[config.mk]
export PLATFORM = sky130hd
export DESIGN_NAME = seq_detector_param
export DESIGN_NICKNAME = d
export VERILOG_FILES = /design/src/rtl/seq_detector_param.sv
export SDC_FILE = /design/constraint.sdc
export NUM_CORES = 1
export LEC_CHECK = 0
export BUFFER_PORTS_ARGS = -buffer_cell sky130_fd_sc_hd__buf_2
export CAP_MARGIN = 20
export CORE_UTILIZATION = 50
export CTS_CLUSTER_DIAMETER = 120
export DETAILED_ROUTE_END_ITERATION = 12
export PLACE_DENSITY = 0.75
export SLEW_MARGIN = 20
export SYNTH_ARGS = -nofsm -noshare
export SYNTH_HDL_FRONTEND = slang
export SYNTH_SLANG_ARGS = --single-unit
[constraint.sdc]
create_clock -name clk -period 4.75 [get_ports clk]
set_input_delay 0.95 -clock clk [delete_from_list [all_inputs] [get_ports clk]]
set_output_delay 0.95 -clock clk [all_outputs]
set_load 0.05 [all_outputs]
[src/rtl/seq_detector_param.sv]
// Serial pattern detector: matches a reloadable PAT_W-bit pattern on a qualified bit stream.
// Latency: y is combinational (0 cycles) on the final pattern bit; y_q and match_cnt update at the next edge.
// Backpressure: none; the stream advances only on x_valid, idle cycles hold all state.
//
// Ports:
//   clk, rst         rising-edge clock, asynchronous active-low reset
//   x_valid, x       qualified serial input bit
//   overlap          1 = trailing bits of a match may start the next match
//   pat_load, pat_in load a new pattern (bit PAT_W-1 is received first); restarts detection
//   cnt_clr          synchronous clear of match_cnt, wins over a simultaneous match
//   y, y_q           Mealy match flag and its one-cycle registered copy
//   match_cnt        saturating match counter
module seq_detector_param #(
    parameter int               PAT_W       = 4,
    parameter int               CNT_W       = 8,
    parameter logic [PAT_W-1:0] DEFAULT_PAT = PAT_W'(4'b1011)
) (
    input  logic             clk,
    input  logic             rst,
    input  logic             x_valid,
    input  logic             x,
    input  logic             overlap,
    input  logic             pat_load,
    input  logic [PAT_W-1:0] pat_in,
    input  logic             cnt_clr,
    output logic             y,
    output logic             y_q,
    output logic [CNT_W-1:0] match_cnt
);

    // fill only needs to reach PAT_W-1
    localparam int              FILL_W   = (PAT_W > 2) ? $clog2(PAT_W) : 1;
    localparam logic [FILL_W-1:0] FILL_MAX = FILL_W'(PAT_W - 1);
    localparam logic [CNT_W-1:0]  CNT_MAX  = {CNT_W{1'b1}};

    logic [PAT_W-1:0]  pat;
    logic [PAT_W-2:0]  hist;
    logic [FILL_W-1:0] fill;

    logic              accepted;
    logic              full;
    logic              match;
    logic [PAT_W-1:0]  shifted;

    always_comb begin
        accepted = x_valid & ~pat_load;
        full     = (fill == FILL_MAX);
        shifted  = {hist, x};
        match    = full && (shifted == pat);
        // rst gates y so the flag drops the moment reset asserts, not at the next edge
        y        = rst & accepted & match;
    end

    always_ff @(posedge clk or negedge rst) begin
        if (!rst) begin
            pat       <= DEFAULT_PAT;
            hist      <= '0;
            fill      <= '0;
            match_cnt <= '0;
            y_q       <= 1'b0;
        end else begin
            y_q <= y;

            if (pat_load) begin
                pat  <= pat_in;
                hist <= '0;
                fill <= '0;
            end else if (accepted) begin
                if (match && !overlap) begin
                    // non-overlapping: the bits of this match cannot be reused
                    hist <= '0;
                    fill <= '0;
                end else begin
                    // keep the newest PAT_W-1 bits; the oldest falls off the top
                    hist <= shifted[PAT_W-2:0];
                    if (!full) begin
                        fill <= fill + 1'b1;
                    end
                end
            end

            if (cnt_clr) begin
                match_cnt <= '0;
            end else if (y && (match_cnt != CNT_MAX)) begin
                match_cnt <= match_cnt + 1'b1;
            end
        end
    end

endmodule

==> impl_metrics.ini <==
[setup_path]
cp.arrival_ps = 2040
r2r_cells = 5
crit_required_ps = 3800
crit_path_start_kind = primary input
cp_cell_sequence = buf_2, nand3b_1, nor3_1, buf_2
worst-path-max-fanout = 19
slowest_delay_ps = 340
critPathSlowestCell = buf_2
crit_path_end_kind = primary output
path_common_cell = buf_2
critPathKind = in2out

[status]
status = finished clean

[final_layout]
diodes = 0
fin_cells = 137
fin_util = 0.614
area_growth_syn_to_layout_pct = 14.5
multi_input_area_um2 = 444
seq_area_um2 = 454
fillers = 176
layout-drive-gt1-share = 0.295
final_nets = 126

[floorplanning]
dieArea_um2 = 2030
die_w_um = 45.0
rows = 15
initial_core_util = 0.536
io_pins = 21
die_h_um = 45.0
placeableCoreArea_um2 = 1730

[yosys]
synth_top_area_frac = 0.405
ys_seq_area_frac = 0.491
ys_ff_latch = 18
synth_area_leader_cell = dfrtp_1
syn_nets = 105
syn-cell-area_um2 = 926
synthTopCellsByArea = dfrtp_1 41%, dfstp_2 8.5%, mux2_2 6.1%, xnor2_1 4.7%, a21oi_1 3.8%
ys_types = 30
yosysWarningCount = 0
netlist_instances = 92
synth.avg_cell_area_um2 = 10.1

[timing]
hold_viol = 0
timing.hold.ws_ps = 546
rsz0062_at_grt = false
layout_setup_ws_ps = 1760
post-route-min-period_ps = 2990
slew_viol_final = 0
timing.slew.headroom = 0.539
tightestPinTransition_ps = 685
finalSetupTns_ps = 0
clock.fmax_mhz = 335
setup_violations = 0
fin_crit_sh = 0.629
finClkSkew_ps = 15.3

[clock_network]
cts_hold_buf = 0
root_buffer = clkbuf_4
post_cts_buffers = 0
cts_resized = 0
cts_sinks = 18
cts_tree = yes
cts_buffers = 3
cts.reportedPaths.clkPinSlew_ps = 80
htreeDepth = 1
clk_latency_ps = 300
clockBufferDepth = 2

[detailed_routing]
route.met2.wl_um = 819
antenna_left = 0
vias = 744
routedWlPerCell_um = 13.0
vias_per_cell = 5.43
drc = 0
m1WireLength_um = 855
drtIter0Drc = 18
top_layer = met4
dr.pass1.iters = 4
met3_length_um = 94
wl_mm = 1.79

[power_and_ir_drop]
peakVddDrop_mv = 0.193
powerDensity_nw_per_um2 = 256
p_leak_nw = 0.473

[placed_design]
pre_cts_slack_ps = 1760
place.gp.congestion = 0.814
post-place-cells = 133
place_hpwl_mm = 1.28
io_buffers = 20

[min_path]
hp-class = reg2reg
hold_depth = 1

[flow_run]
maxCapViolations = 0

[global_route]
grt_overflow = 0
grt_pass1_vias = 630
grt_pass1_wl_mm = 2.86
grt_start_max_net_pins = 20
grt_use_total = 0.198
antenna_found_initial = 0
-- per-stage QoR --
stage	power, W	area [µm²]
global placement	0.000194	1030
floorplan	0.000185	926
CTS	0.000273	1060
detailed placement	0.000195	1030
finish	0.000271	1060
global route	0.000284	1060
-- worst max-delay path, delay by kind of cell --
| kind | cells | cell delay (ps) |
|---|---|---|
| buffers and inverters | 2 | 650 |
| and+or+nand+nor | 2 | 440 |
-- synth_stat cells --
library cell / instances
buf_2: 1
nor2b_1: 5
a21oi_1: 7
nand3_1: 4
and4_4: 1
buf_6: 1
mux2_2: 5
a31oi_1: 3
or4_1: 1
nand2_1: 9
o31ai_1: 1
dfstp_2: 3
clkbuf_1: 1
nand4b_1: 1
mux2i_1: 1
ha_1: 2
nand2b_1: 2
nor3_1: 2
dfrtp_1: 15
nor2_1: 7
nor4_1: 1
nand3b_1: 1
a21boi_0: 1
inv_1: 1
or4_4: 1
xnor2_1: 5
or3_1: 4
and4_1: 1
buf_1: 1
o21ai_0: 4
-- worst paths after layout --
path | slack [ps] | start | to
max in group asynchronous | 3850 | rst | pat[0]
hold / removal | 550 | pat[2] | pat[2]
setup reg to reg | 2580 | pat[0] | match_cnt[7]
min in group asynchronous | 560 | rst | fill[1]
setup / recovery | 1760 | rst | y
hold reg to reg | 550 | pat[2] | pat[2]
-- final cells by class --
type,count,share of cell area
timing repair buffer,20,0.0945
sequential,18,0.429
clock buffer,4,0.0248
tap,25,0.0295
multi-input combinational,69,0.419
inverter,1,0.00354
-- report_power, final --
group	internal [W]	switching [W]
Clock	0.0000328	0.0000463
Sequential	0.000161	0.00000415
Combinational	0.0000131	0.0000139
-- cells in the final DEF, fill, tap and decap left out --
cell type and count:
a21boi_0 1, nor4_1 1, or3_1 4, dfrtp_1 15, nor3_1 2, nor2b_1 5
or4_4 1, nand4b_1 1, nor2_1 7, mux2_2 5, nand3b_1 1, or4_1 1
clkbuf_4 3, and4_4 1, clkbuf_1 1, ha_1 2, buf_2 20, nand2b_1 2
dfstp_2 3, o31ai_1 1, nand2_1 9, nand3_1 4, mux2i_1 1, a31oi_1 3
a21oi_1 7, and4_1 1, inv_1 1, o21ai_0 4, xnor2_1 5
-- flip-flops by register name, indices dropped and copies added (netlist names) --
name,flops
match_cnt,8
pat,4
hist,3
fill,2
y_q,1
-- cells by family (layout without fill, tap and decap cells) --
kind of cell,after synthesis,after routing,share of synthesized area
XOR/XNOR,5,5,0.0473
adder cells (fa/ha/maj),2,2,0.0270
multiplexers,6,6,0.0716
AND/OR/NAND/NOR,40,40,0.238
AO/OA/AOI/OAI,16,16,0.0960
buffers and inverters,5,25,0.0297
flip-flops,18,18,0.491
-- per-layer routing --
layer | up-vias | track usage
li1 | 365 | -
met1 | 354 | 0.285
met2 | 23 | 0.290
met3 | 2 | 0.0600
met4 | 0 | 0.0545
met5 | - | 0
(Power assumes the default switching activity.)
